`src/rtl/seqmon_pkg.sv`:
```
// rtl/seqmon_pkg.sv - shared types, width helpers and parameter checks for seqmon_engine
// Purpose: fail_kind_e, derived-width functions and the parameter legality test.
// Ports: none (package).
package seqmon_pkg;

  typedef enum logic [1:0] {
    FK_NONE = 2'd0,
    FK_J    = 2'd1,
    FK_K    = 2'd2
  } fail_kind_e;

  // Width of a per-sample popcount summed over all channels.
  function automatic int calc_pcw(input int nch, input int jlen);
    return $clog2(nch * (jlen + 1) + 1);
  endfunction

  // Width of one channel's per-sample popcount (up to JLEN+1 attempts).
  function automatic int calc_cpw(input int jlen);
    return $clog2(jlen + 2);
  endfunction

  // Width of the saturating B run counter (0..BMAX).
  function automatic int calc_brw(input int bmax);
    return $clog2(bmax + 1);
  endfunction

  // Width of a channel index, never below one bit.
  function automatic int calc_chw(input int nch);
    return (nch > 1) ? $clog2(nch) : 1;
  endfunction

  function automatic bit params_ok(input int nch, input int bmin, input int bmax,
                                   input int jlen, input int cntw);
    return (nch >= 1) && (bmin >= 1) && (bmax >= bmin) && (jlen >= 1) && (cntw >= 1);
  endfunction

endpackage

```
`src/rtl/seqmon_chan.sv`:
```
// rtl/seqmon_chan.sv - one channel of the C ##1 B[*BMIN:BMAX] ##1 A |=> J[*JLEN] ##1 K checker
// Purpose: C history, B run counter, antecedent match, pending-attempt shift register,
//          per-sample pass/fail/abort popcounts and (with SEQMON_FAIL_LOG_EN) the fail kind.
// Ports: clk, rst_n (async active-low), en (freeze when 0), a/b/c/j/k/x protocol inputs;
//        pass_hit (one attempt passed this sample), fail_n / abort_n (attempt popcounts),
//        fail_kind (SEQMON_FAIL_LOG_EN only). All outputs are combinational from this sample.
module seqmon_chan import seqmon_pkg::*; #(
  parameter int BMIN = 1,
  parameter int BMAX = 3,
  parameter int JLEN = 4,
  parameter int CPW  = calc_cpw(JLEN)
) (
  input  logic           clk,
  input  logic           rst_n,
  input  logic           en,
  input  logic           a,
  input  logic           b,
  input  logic           c,
  input  logic           j,
  input  logic           k,
  input  logic           x,
  output logic           pass_hit,
  output logic [CPW-1:0] fail_n,
  output logic [CPW-1:0] abort_n
`ifdef SEQMON_FAIL_LOG_EN
  ,
  output fail_kind_e     fail_kind
`endif
);

  localparam int BRW = calc_brw(BMAX);

  // c_hist_q[m] holds C from m+1 samples ago; b_run_q is b_run of the previous sample.
  logic [BMAX:0]   c_hist_q, c_hist_d;
  logic [BRW-1:0]  b_run_q, b_run_d;
  logic [JLEN+1:1] pend_q, pend_d;
  logic            match;
  logic [JLEN:1]   j_fail;
  logic            k_fail;

  always_ff @(posedge clk or negedge rst_n) begin
    if (!rst_n) begin
      c_hist_q <= '0;
      b_run_q  <= '0;
      pend_q   <= '0;
    end else begin
      c_hist_q <= c_hist_d;
      b_run_q  <= b_run_d;
      pend_q   <= pend_d;
    end
  end

  // All run lengths that fit share one consequent, so they collapse to a single match.
  always_comb begin
    match = 1'b0;
    for (int n = BMIN; n <= BMAX; n++) begin
      if ((BRW'(n) <= b_run_q) && c_hist_q[n]) match = 1'b1;
    end
    match = match & a;
  end

  always_comb begin
    j_fail   = pend_q[JLEN:1] & {JLEN{~j}};
    k_fail   = pend_q[JLEN+1] & ~k;
    c_hist_d = c_hist_q;
    b_run_d  = b_run_q;
    pend_d   = pend_q;
    pass_hit = 1'b0;
    fail_n   = '0;
    abort_n  = '0;
`ifdef SEQMON_FAIL_LOG_EN
    fail_kind = FK_NONE;
`endif
    if (en) begin
      if (x) begin
        // Abort wipes the channel; any C, match or decision at this sample is discarded.
        c_hist_d = '0;
        b_run_d  = '0;
        pend_d   = '0;
        for (int i = 1; i <= JLEN + 1; i++) abort_n = abort_n + CPW'(pend_q[i]);
      end else begin
        c_hist_d = {c_hist_q[BMAX-1:0], c};
        if (!b)                           b_run_d = '0;
        else if (b_run_q == BRW'(BMAX))   b_run_d = b_run_q;
        else                              b_run_d = b_run_q + BRW'(1);
        // Survivors of the J checks move up; the K stage always retires.
        pend_d   = {pend_q[JLEN:1] & {JLEN{j}}, match};
        pass_hit = pend_q[JLEN+1] & k;
        fail_n   = CPW'(k_fail);
        for (int i = 1; i <= JLEN; i++) fail_n = fail_n + CPW'(j_fail[i]);
`ifdef SEQMON_FAIL_LOG_EN
        if (k_fail)       fail_kind = FK_K;
        else if (|j_fail) fail_kind = FK_J;
`endif
      end
    end
  end

endmodule

```
`src/rtl/seqmon_engine.sv`:
```
// rtl/seqmon_engine.sv - NCH-channel sequence checker with shared saturating statistics
// Purpose: instantiates NCH seqmon_chan, registers PASS/FAIL pulses, sums popcounts into
//          saturating PASS_CNT/FAIL_CNT/ABORT_CNT. Optional macro SEQMON_FAIL_LOG_EN adds a
//          first-failure log (FLOG_VLD, FLOG_CH, FLOG_KIND, FLOG_CYC).
// Ports: CLK, RST_N (async active-low), EN (0 freezes everything), CLR_CNT (sync counter clear),
//        A/B/C/J/K/X [NCH] protocol inputs, PASS/FAIL [NCH] pulses, three CNTW-bit counters.
module seqmon_engine import seqmon_pkg::*; #(
  parameter int NCH  = 2,
  parameter int BMIN = 1,
  parameter int BMAX = 3,
  parameter int JLEN = 4,
  parameter int CNTW = 16
) (
  input  logic                       CLK,
  input  logic                       RST_N,
  input  logic                       EN,
  input  logic                       CLR_CNT,
  input  logic [NCH-1:0]             A,
  input  logic [NCH-1:0]             B,
  input  logic [NCH-1:0]             C,
  input  logic [NCH-1:0]             J,
  input  logic [NCH-1:0]             K,
  input  logic [NCH-1:0]             X,
  output logic [NCH-1:0]             PASS,
  output logic [NCH-1:0]             FAIL,
  output logic [CNTW-1:0]            PASS_CNT,
  output logic [CNTW-1:0]            FAIL_CNT,
  output logic [CNTW-1:0]            ABORT_CNT
`ifdef SEQMON_FAIL_LOG_EN
  ,
  output logic                       FLOG_VLD,
  output logic [calc_chw(NCH)-1:0]   FLOG_CH,
  output fail_kind_e                 FLOG_KIND,
  output logic [CNTW-1:0]            FLOG_CYC
`endif
);

  localparam int PCW = calc_pcw(NCH, JLEN);
  localparam int CPW = calc_cpw(JLEN);
  localparam int SW  = ((CNTW > PCW) ? CNTW : PCW) + 1;

  if (!params_ok(NCH, BMIN, BMAX, JLEN, CNTW)) begin : g_bad_params
    $error("seqmon_engine: illegal parameter combination");
  end

  logic [NCH-1:0] pass_hit;
  logic [NCH-1:0] fail_now;
  logic [CPW-1:0] fail_n_w  [NCH];
  logic [CPW-1:0] abort_n_w [NCH];
  logic [PCW-1:0] pass_sum, fail_sum, abort_sum;
`ifdef SEQMON_FAIL_LOG_EN
  fail_kind_e     kind_w    [NCH];
`endif

  for (genvar ch = 0; ch < NCH; ch++) begin : g_chan
    seqmon_chan #(.BMIN(BMIN), .BMAX(BMAX), .JLEN(JLEN), .CPW(CPW)) u_chan (
      .clk      (CLK),
      .rst_n    (RST_N),
      .en       (EN),
      .a        (A[ch]),
      .b        (B[ch]),
      .c        (C[ch]),
      .j        (J[ch]),
      .k        (K[ch]),
      .x        (X[ch]),
      .pass_hit (pass_hit[ch]),
      .fail_n   (fail_n_w[ch]),
      .abort_n  (abort_n_w[ch])
`ifdef SEQMON_FAIL_LOG_EN
      ,
      .fail_kind(kind_w[ch])
`endif
    );
  end

  always_comb begin
    pass_sum  = '0;
    fail_sum  = '0;
    abort_sum = '0;
    fail_now  = '0;
    for (int ch = 0; ch < NCH; ch++) begin
      pass_sum     = pass_sum  + PCW'(pass_hit[ch]);
      fail_sum     = fail_sum  + PCW'(fail_n_w[ch]);
      abort_sum    = abort_sum + PCW'(abort_n_w[ch]);
      fail_now[ch] = |fail_n_w[ch];
    end
  end

  function automatic logic [CNTW-1:0] sat_add(input logic [CNTW-1:0] cnt,
                                              input logic [PCW-1:0]  inc);
    logic [SW-1:0] s;
    s = SW'(cnt) + SW'(inc);
    return (|s[SW-1:CNTW]) ? {CNTW{1'b1}} : s[CNTW-1:0];
  endfunction

  logic [NCH-1:0]  pass_q, pass_d, fail_q, fail_d;
  logic [CNTW-1:0] pass_cnt_q, pass_cnt_d, fail_cnt_q, fail_cnt_d, abort_cnt_q, abort_cnt_d;

  // Channel outputs are already zero while EN=0, so sums add nothing then.
  always_comb begin
    pass_d      = pass_hit;
    fail_d      = fail_now;
    pass_cnt_d  = CLR_CNT ? '0 : sat_add(pass_cnt_q,  pass_sum);
    fail_cnt_d  = CLR_CNT ? '0 : sat_add(fail_cnt_q,  fail_sum);
    abort_cnt_d = CLR_CNT ? '0 : sat_add(abort_cnt_q, abort_sum);
  end

  always_ff @(posedge CLK or negedge RST_N) begin
    if (!RST_N) begin
      pass_q      <= '0;
      fail_q      <= '0;
      pass_cnt_q  <= '0;
      fail_cnt_q  <= '0;
      abort_cnt_q <= '0;
    end else begin
      pass_q      <= pass_d;
      fail_q      <= fail_d;
      pass_cnt_q  <= pass_cnt_d;
      fail_cnt_q  <= fail_cnt_d;
      abort_cnt_q <= abort_cnt_d;
    end
  end

  assign PASS      = pass_q;
  assign FAIL      = fail_q;
  assign PASS_CNT  = pass_cnt_q;
  assign FAIL_CNT  = fail_cnt_q;
  assign ABORT_CNT = abort_cnt_q;

`ifdef SEQMON_FAIL_LOG_EN
  localparam int CHW = calc_chw(NCH);

  logic [CNTW-1:0] cyc_q, cyc_d;
  logic            flog_vld_q, flog_vld_d;
  logic [CHW-1:0]  flog_ch_q, flog_ch_d;
  fail_kind_e      flog_kind_q, flog_kind_d;
  logic [CNTW-1:0] flog_cyc_q, flog_cyc_d;

  always_comb begin
    cyc_d       = EN ? cyc_q + CNTW'(1) : cyc_q;
    flog_vld_d  = flog_vld_q;
    flog_ch_d   = flog_ch_q;
    flog_kind_d = flog_kind_q;
    flog_cyc_d  = flog_cyc_q;
    if (CLR_CNT) begin
      flog_vld_d  = 1'b0;
      flog_ch_d   = '0;
      flog_kind_d = FK_NONE;
      flog_cyc_d  = '0;
    end else if (!flog_vld_q && (|fail_now)) begin
      flog_vld_d = 1'b1;
      flog_cyc_d = cyc_q;
      // Scan downward so the lowest failing channel is the one that sticks.
      for (int ch = NCH - 1; ch >= 0; ch--) begin
        if (fail_now[ch]) begin
          flog_ch_d   = CHW'(ch);
          flog_kind_d = kind_w[ch];
        end
      end
    end
  end

  always_ff @(posedge CLK or negedge RST_N) begin
    if (!RST_N) begin
      cyc_q       <= '0;
      flog_vld_q  <= 1'b0;
      flog_ch_q   <= '0;
      flog_kind_q <= FK_NONE;
      flog_cyc_q  <= '0;
    end else begin
      cyc_q       <= cyc_d;
      flog_vld_q  <= flog_vld_d;
      flog_ch_q   <= flog_ch_d;
      flog_kind_q <= flog_kind_d;
      flog_cyc_q  <= flog_cyc_d;
    end
  end

  assign FLOG_VLD  = flog_vld_q;
  assign FLOG_CH   = flog_ch_q;
  assign FLOG_KIND = flog_kind_q;
  assign FLOG_CYC  = flog_cyc_q;
`endif

endmodule

```
`config.mk`:
```
export PLATFORM = sky130hd
export DESIGN_NAME = seqmon_engine
export DESIGN_NICKNAME = d
export VERILOG_FILES = /design/src/rtl/seqmon_pkg.sv /design/src/rtl/seqmon_chan.sv /design/src/rtl/seqmon_engine.sv
export SDC_FILE = /design/constraint.sdc
export NUM_CORES = 1
export LEC_CHECK = 0
export BUFFER_PORTS_ARGS = -buffer_cell sky130_fd_sc_hd__buf_2
export CAP_MARGIN = 10
export CORE_MARGIN = 2
export CORE_UTILIZATION = 35
export CTS_BUF_LIST = sky130_fd_sc_hd__clkbuf_16
export DETAILED_ROUTE_END_ITERATION = 16
export SYNTH_ARGS = -nofsm -noshare
export SYNTH_HDL_FRONTEND = slang
export SYNTH_SLANG_ARGS = --single-unit
```
`constraint.sdc`:
```
create_clock -name CLK -period 10.1 [get_ports CLK]
set_clock_uncertainty 0.05 [all_clocks]
set_input_delay 1.515 -clock CLK [delete_from_list [all_inputs] [get_ports CLK]]
set_output_delay 1.515 -clock CLK [all_outputs]
set_load 0.005 [all_outputs]
```
==> flow_metrics.tcl, run 1 <==
set metrics [dict create \
    htreeDepth 3 \
    cp.arrival_ns 5.36 \
    clk_pin_slew_ns 0.06 \
    timing.fmax_mhz 191 \
    cp_cell_sequence "buf_2 > nor2_1 > ha_1 > inv_1 > fa_1 > inv_1 > ha_1 > fa_1 > and2_1 > fa_1 > ha_1 > a211oi_1 > nor2_1 > nand2_1 > a31oi_1" \
    core-area_mm2 0.0121 \
    cts_buffers 9 \
    leakage_nw 2.41 \
    syn_inst 444 \
    hold_buffers 0 \
    critPathTopFamily "adder cells" \
    grt_max_degree 75 \
    fin_crit_sh 0.520 \
    synthTopCellsByCount "dfrtp_1 (74), inv_1 (58), a21oi_1 (35)" \
    setup-tns-final_ns 0 \
    hold_start "g_chan[0].u_chan.pend_q[3]$_DFFE_PN0P_" \
    clk_latency_ns 0.34 \
    seq_area_frac_synth 0.422 \
    fillers 1220 \
    dpl.hpwl_um 6800 \
    ctsResizeCount 0 \
    hold_path_class "register to register" \
    synth_top_cells_by_area "dfrtp_1 (42%), fa_1 (7.8%), ha_1 (6.0%)" \
    timing.critical_path.from "J[0]" \
    postRouteAntennaNets 0 \
    start_util 0.363 \
    slowest_delay_ns 0.53 \
    cts_buffer_depth 2 \
    layout.nets 562 \
    finalHoldViolCount 0 \
    rows 40 \
    maxSlewViolCount 0 \
    cp.required_ns 10.22 \
    route.detailed.drc 0 \
    die_area_mm2 0.0135 \
    finalWirelength_um 9670 \
    wl_per_cell_um 14.2 \
    ff_latch_area_mm2 0.00185 \
    slew_headroom 0.305 \
    p_per_area_mw_per_mm2 120 \
    status "finished clean" \
    grt_pass1_vias 3294 \
    grt_antenna_before_repair 0 \
    worstMarginPinSlew_ns 1.04 \
    period_needed_ns 5.25 \
    vdd_drop_max_mv 0.0677 \
    grt-ovfl-total 0 \
    synth_most_common_cell "dfrtp_1" \
    gp_congestion 0.807 \
    grt_first_pass_wirelength_um 16200 \
    cts_root_buffer "clkbuf_16" \
    synth_top_area_cell "dfrtp_1" \
    syn_avg_cell_area_um2 9.89 \
    die_h_um 116 \
    synth-edff-count 0 \
    whs_ns 0.474 \
    antennaDiodeCount 0 \
    syn_nets 498 \
    start_kind "input port" \
    die_w_um 116 \
    first_iter_violations 170 \
    ys.warnings.count 0 \
    ys_ff_latch 74 \
    rsz0062_at_grt "false" \
    critPathSlowestCell "fa_1" \
    clkSinkCount 74 \
    grtUsageTotal 0.153 \
    path_buf_inv 3 \
    synth_top_flop_cell "dfrtp_1" \
    postCtsSetupRepairBufs 0 \
    drive_gt1_frac 0.193 \
    cts_tree "built" \
    cp_max_fo 14 \
    syn_to_final_growth_pct 17.0 \
    ioPinCount 68 \
    viasPerCell 5.00 \
    end_kind "register" \
    io_buffers 67 \
    yosys.area.top_type_share 0.422 \
    firstDrtPassIters 4 \
    async_flop_share 1.00 \
    timing.rr.start "g_chan[0].u_chan.pend_q[1]$_DFFE_PN0P_" \
    ys_types 47 \
    final-setup-viol-count 0 \
    crit_type "input port to register" \
    synth_area_mm2 0.00439 \
    vias 3402 \
    maxCapViolCount 0 \
    multi_input_area_mm2 0.00226 \
]
area by class of cell:
type	count	share of cell area
Clock buffer	9	0.0438
Timing Repair Buffer	67	0.0657
Multi-Input combinational cell	298	0.440
Clock inverter	7	0.00706
Sequential cell	74	0.360
Tap cell	168	0.0409
Inverter	58	0.0424
flip-flops by register name, indices dropped and copies added (netlist names):
register	flops
FAIL_CNT	16
g_chan.u_chan.b_run_q	4
PASS_CNT	16
ABORT_CNT	16
PASS	2
g_chan.u_chan.pend_q	10
FAIL	2
g_chan.u_chan.c_hist_q	8
routing by layer:
layer	vias to the layer above	GRT usage	part of all wire
met2	74	0.232	0.46
met1	1658	0.214	0.48
li1	1657	-	-
met5	-	0	0
met4	0	0.0643	0.017
met3	13	0.0309	0.043
cells in the final DEF, fill, tap and decap left out, types with 15 or more instances in the layout:
| master | instances |
|---|---|
| xnor2_1 | 17 |
| a21oi_1 | 35 |
| dfrtp_1 | 74 |
| nand2_1 | 29 |
| inv_1 | 58 |
| o21ai_0 | 15 |
| fa_1 | 17 |
| ha_1 | 21 |
| buf_2 | 66 |
| nor2_1 | 21 |
cell families after synthesis:
logic type,after synthesis,share of synthesized area
adder cells (fa/ha/maj),38,0.137
buffers and inverters,72,0.0635
AND/OR/NAND/NOR,131,0.174
AO/OA/AOI/OAI,102,0.149
multiplexers,1,0.00228
XOR/XNOR,26,0.0519
flip-flops,74,0.422
through the flow:
stage          cells  worst slack, ns   util  instance area, µm²  total power [mW]
5_1_grt          681             4.68  0.424                5140             0.645
3_3_place_gp     665             4.62  0.403                4880             0.336
2_1_floorplan    444             4.94      -                4390             0.323
4_1_cts          681             4.90  0.424                5140             0.627
3_5_place_dp     665             4.55  0.403                4880             0.337
6_report         681             4.85  0.424                5140             0.617
final timing paths:
kind	slack, ns	to	cells after the start
max	4.85	FAIL_CNT[15]$_DFF_PN0_	15
min	0.47	g_chan[0].u_chan.pend_q[4]$_DFFE_PN0P_	2
max reg2reg	5.63	FAIL_CNT[15]$_DFF_PN0_	15
min reg2reg	0.47	g_chan[0].u_chan.pend_q[4]$_DFFE_PN0P_	2
max in group asynchronous	8.09	ABORT_CNT[5]$_DFF_PN0_	1
min in group asynchronous	1.27	g_chan[0].u_chan.b_run_q[0]$_DFFE_PN0P_	1
power breakdown:
group	switching (mW)	internal, mW	total, mW
clock	0.123	0.163	0.286
sequential	0.00267	0.300	0.302
combinational	0.0201	0.00812	0.0283
tightest hold or removal path, stage by stage (launching register included):
cell     delay (ns)
dfrtp_1        0.37
nand2_1        0.06
o22ai_1        0.05
No activity file was read; power rests on OpenSTA's default activity.
==> run 2, diff against run 1 <==
Clock period 10.1 ns to 4.81 ns, I/O delays scaled along.
==> run 2 against run 1 <==
Power grew 130%. Sequential cell count stayed put. Largest power group is now the clock network. Largest cell class unchanged. Final area up 1.3%. Critical endpoint unchanged. Critical path depth grew 1. Highest routed layer unchanged. Die area is the same.
==> flow_metrics.tcl, run 2 (synthesized netlist as in run 1, its figures left out) <==
set metrics [dict create \
    grt-ovfl-total 0 \
    rows 40 \
    final_util 0.430 \
    leakage_nw 2.46 \
    whs_ns 0.473 \
    setup-tns-final_ns 0 \
    syn_to_final_growth_pct 18.6 \
    seqPwrFrac 0.454 \
    drive_gt1_frac 0.195 \
    grt_max_degree 75 \
    grt_pass1_vias 3357 \
    timing.fmax_mhz 229 \
    timing.rr.start "g_chan[0].u_chan.pend_q[5]$_DFFE_PN0P_" \
    critPathSlowestCell "fa_1" \
    ioPinCount 68 \
    period_needed_ns 4.37 \
    ctsResizeCount 0 \
    start_util 0.363 \
    comb_power_share 0.043 \
    crit_top_cell "fa_1" \
    grtUsageTotal 0.157 \
    clkSinkCount 74 \
    grt_first_pass_wirelength_um 16500 \
    p_per_area_mw_per_mm2 268 \
    end_kind "register" \
    cp_cell_sequence "buf_2 > nor2_1 > ha_1 > inv_1 > fa_1 > inv_1 > ha_1 > fa_1 > and2_1 > fa_1 > ha_1 > fa_1 > a21oi_1 > nor4_2 > a31o_2 > a31oi_1" \
    p_sw_uw 306 \
    final_cell_mix "dfrtp_1 (74), buf_2 (66), inv_1 (61)" \
    cp.arrival_ns 4.57 \
    slowest_delay_ns 0.54 \
    postRouteAntennaNets 0 \
    worstMarginPinSlew_ns 1.05 \
    p_int_mw 1.09 \
    die_w_um 116 \
    die_area_mm2 0.0135 \
    maxCapViolCount 0 \
    clk_pin_slew_ns 0.06 \
    die_h_um 116 \
    io_buffers 67 \
    hold_buffers 0 \
    finalWirelength_um 9710 \
    wl_per_cell_um 14.2 \
    final_common_cell "dfrtp_1" \
    cts_buffer_depth 2 \
    layout.nets 564 \
    core-area_mm2 0.0121 \
    cts_tree "built" \
    antennaDiodeCount 0 \
    timing.critical_path.from "J[1]" \
    pwr-share-clk 0.503 \
    dpl.hpwl_um 6800 \
    rsz0062_at_grt "false" \
    cp.required_ns 5.01 \
    htreeDepth 3 \
    slew_headroom 0.300 \
    cts_buffers 9 \
    cts_root_buffer "clkbuf_16" \
    final-setup-viol-count 0 \
    postCtsSetupRepairBufs 0 \
    path_buf_inv 3 \
    grt_antenna_before_repair 0 \
    clk_latency_ns 0.34 \
    maxSlewViolCount 0 \
    vias 3434 \
    finalHoldViolCount 0 \
    first_iter_violations 215 \
    viasPerCell 5.04 \
    cp_max_fo 5 \
    firstDrtPassIters 4 \
    total_power_mw 1.40 \
    status "finished clean" \
    place_ws_ns 0.0985 \
    sw_frac_of_total 0.219 \
    start_kind "input port" \
    crit_type "input port to register" \
    hold_start "g_chan[0].u_chan.c_hist_q[1]$_DFFE_PN0P_" \
    vdd_drop_max_mv 0.150 \
    critPathTopFamily "adder cells" \
    hold_path_class "register to register" \
    route.detailed.drc 0 \
    fin_crit_sh 0.909 \
    setup_ws_ns 0.438 \
    gp_congestion 0.819 \
]
run 2: cell count changes in the layout (fill, tap and decap cells not counted):
cell	change
buf_4	+1
clkinvlp_4	-2
inv_1	+3
bufinv_16	+2
buf_12	+1
clkinv_1	-3
clkinv_2	-1
run 2: cell type report:
class / count / area [µm²]
inverters: 58 / 218
flip-flops and latches: 74 / 1850
clock inverters: 6 / 76.3
clock buffers: 9 / 225
multi-input cells: 298 / 2260
well taps: 168 / 210
repair buffers: 69 / 365
fillers: 1246 / 6910
run 2: final timing paths:
path	slack, ns	cells past startpoint	endpoint
max	0.44	16	FAIL_CNT[15]$_DFF_PN0_
min	0.47	2	g_chan[0].u_chan.c_hist_q[2]$_DFFE_PN0P_
max reg2reg	0.44	16	FAIL_CNT[15]$_DFF_PN0_
min reg2reg	0.47	2	g_chan[0].u_chan.c_hist_q[2]$_DFFE_PN0P_
max in group asynchronous	3.62	1	ABORT_CNT[5]$_DFF_PN0_
min in group asynchronous	0.48	1	g_chan[0].u_chan.b_run_q[0]$_DFFE_PN0P_
run 2: worst reg2reg max path, stage by stage (launching register included):
cell	delay, ns
dfrtp_1	0.38
inv_1	0.12
nor2_1	0.07
ha_1	0.27
inv_1	0.05
fa_1	0.52
inv_1	0.04
ha_1	0.19
fa_1	0.45
and2_1	0.17
fa_1	0.46
ha_1	0.25
fa_1	0.43
a21oi_1	0.31
nor4_2	0.11
a31o_2	0.25
a31oi_1	0.15
run 2: metal layers:
metal  vias up  part of all wire  wire [µm]  global-route usage
met2        70              0.46       4490               0.242
met4         0             0.012        112              0.0476
met3         8             0.045        439              0.0471
met5         -                 0          0                   0
li1       1665                 -          -                   -
met1      1691              0.48       4670               0.214
run 2: power by group through the flow:
| stage | combinational [mW] | clock, mW | sequential (mW) |
|---|---|---|---|
| finish | 0.0602 | 0.702 | 0.635 |
| global route | 0.0697 | 0.747 | 0.636 |
| CTS | 0.0619 | 0.724 | 0.635 |
| detailed placement | 0.0614 | 0 | 0.646 |
| global placement | 0.0597 | 0 | 0.646 |
| floorplan | 0.0327 | 0 | 0.645 |
run 2: through the flow:
stage	cells	area, µm²
final	682	5210
after global placement	667	4900
after global routing	682	5210
after CTS	682	5210
after floorplan	444	4390
after detailed placement	667	4900
==> run 3, diff against run 2 <==
Clock period 4.81 ns to 3.66 ns, I/O delays scaled along.
==> run 3 against run 2 <==
The run now ends with negative setup slack left. Count of clock-buffer cells in the layout unchanged. Highest routed layer unchanged. Die area unchanged. Routed wire length increased by 6.5%. Hold slack got worse by 0.16 ns. Final area increased by 13%. Power increased by 26%.
==> flow_metrics.tcl, run 3 (synthesized netlist as in run 1, its figures left out) <==
set metrics [dict create \
    total_power_mw 1.77 \
    p_per_area_mw_per_mm2 300 \
    io_buffers 67 \
    viasPerCell 4.95 \
    clk_pin_slew_ns 0.06 \
    timing.fmax_mhz 253 \
    hold_buffers 0 \
    die_h_um 116 \
    route.detailed.drc 0 \
    period_needed_ns 3.96 \
    clk_latency_ns 0.34 \
    first_iter_violations 149 \
    place_ws_ns -0.585 \
    cts_root_buffer "clkbuf_16" \
    grtUsageTotal 0.165 \
    dpl.cell_count 702 \
    drive_gt1_frac 0.360 \
    vias 3606 \
    final-setup-viol-count 32 \
    rows 40 \
    finalHoldViolCount 0 \
    cp.required_ns 3.85 \
    wl_per_cell_um 14.2 \
    vdd_drop_max_mv 0.164 \
    hold_path_class "input port to async pin" \
    dpl.hpwl_um 7140 \
    final_common_cell "dfrtp_1" \
    worstMarginPinSlew_ns 1.06 \
    finalInstanceArea_mm2 0.00588 \
    maxSlewViolCount 0 \
    whs_ns 0.316 \
    slowest_delay_ns 0.54 \
    setup_ws_ns -0.299 \
    final_cell_mix "dfrtp_1 (74), buf_2 (66), inv_1 (51)" \
    firstDrtPassIters 4 \
    gp_congestion 0.805 \
    end_kind "register" \
    stdcell_count 728 \
    htreeDepth 3 \
    cts_tree "built" \
    postRouteAntennaNets 0 \
    leakage_nw 2.70 \
    grt_antenna_before_repair 1 \
    start_util 0.363 \
    grt-ovfl-total 0 \
    die_area_mm2 0.0135 \
    clkSinkCount 74 \
    die_w_um 116 \
    final_util 0.486 \
    syn_to_final_growth_pct 34.0 \
    grt_max_degree 75 \
    cp_cell_sequence "inv_2 > nor2_4 > ha_4 > inv_2 > fa_1 > inv_1 > ha_2 > fa_2 > and2_4 > fa_1 > ha_2 > fa_2 > a21oi_4 > nor4_2 > a31o_2 > a31oi_1" \
    maxCapViolCount 0 \
    status "finished with violations" \
    violations "negative setup slack" \
    start_kind "register" \
    core-area_mm2 0.0121 \
    critPathSlowestCell "fa_2" \
    grt_pass1_vias 3679 \
    postPlaceCellArea_mm2 0.00527 \
    layout.nets 609 \
    rsz0062_at_grt "true" \
    crit_type "register to register" \
    finalWirelength_um 10300 \
    ioPinCount 68 \
    cts_buffers 9 \
    slew_headroom 0.290 \
    setup-tns-final_ns -6.75 \
    cp_max_fo 3 \
    cts_buffer_depth 2 \
    grt_first_pass_wirelength_um 17500 \
    cp.arrival_ns 4.15 \
    fin_crit_sh 1.08 \
]
==> run 3: cell count changes in the layout (fill, tap and decap cells not counted), sizes merged <==
cell,delta
inv,-2
buf,+45
bufinv,-1
clkinv,+3
diode,+1
==> run 3: repair_timing <==
item                                    CTS  global route
endpoints found under the setup margin   32            32
buffers inserted                          5             5
resized for setup                        45            11
endpoints found under the hold margin     0             0
pin swaps                                20            11
gates cloned                              1             0
==> run 3: layer usage <==
| metal | vias up | share of wire | routed length (µm) | GRT usage |
|---|---|---|---|---|
| met3 | 13 | 0.027 | 278 | 0.0209 |
| met2 | 49 | 0.50 | 5130 | 0.273 |
| met5 | - | 0 | 0 | 0 |
| li1 | 1755 | - | - | - |
| met1 | 1789 | 0.45 | 4700 | 0.215 |
| met4 | 0 | 0.022 | 228 | 0.0810 |
==> run 3: area by class of cell <==
type,count,area (µm²)
diodes,1,2.50
clock inverters,6,50.0
flip-flops and latches,74,1850
clock buffers,9,225
fillers,1149,6230
inverters,58,218
repair buffers,114,748
multi-input cells,298,2580
well taps,168,210
==> run 3: worst paths after layout <==
kind                       cells after the start  slack [ns]                                startpoint                                       end
max reg2reg                                   16       -0.30    g_chan[0].u_chan.pend_q[1]$_DFFE_PN0P_                    FAIL_CNT[15]$_DFF_PN0_
max in group asynchronous                      1        2.61                                     RST_N                     FAIL_CNT[4]$_DFF_PN0_
min reg2reg                                    2        0.47  g_chan[1].u_chan.c_hist_q[0]$_DFFE_PN0P_  g_chan[1].u_chan.c_hist_q[1]$_DFFE_PN0P_
min in group CLK                               3        0.40                                      C[1]  g_chan[1].u_chan.c_hist_q[0]$_DFFE_PN0P_
min                                            1        0.32                                     RST_N                   ABORT_CNT[10]$_DFF_PN0_
max                                           16       -0.30    g_chan[0].u_chan.pend_q[1]$_DFFE_PN0P_                    FAIL_CNT[15]$_DFF_PN0_
==> run 3: critical path: cells and delay by family (launching register included) <==
family | cells | cell delay (ns)
compound gates | 3 | 0.55
fa+ha+maj | 7 | 2.43
buf+inv | 3 | 0.17
flops | 1 | 0.40
simple gates | 3 | 0.25
==> run 3: report_power, final <==
group / total, mW / internal (mW) / switching (mW)
Sequential: 0.835 / 0.827 / 0.00715
Clock: 0.844 / 0.513 / 0.331
Combinational: 0.0869 / 0.0274 / 0.0595
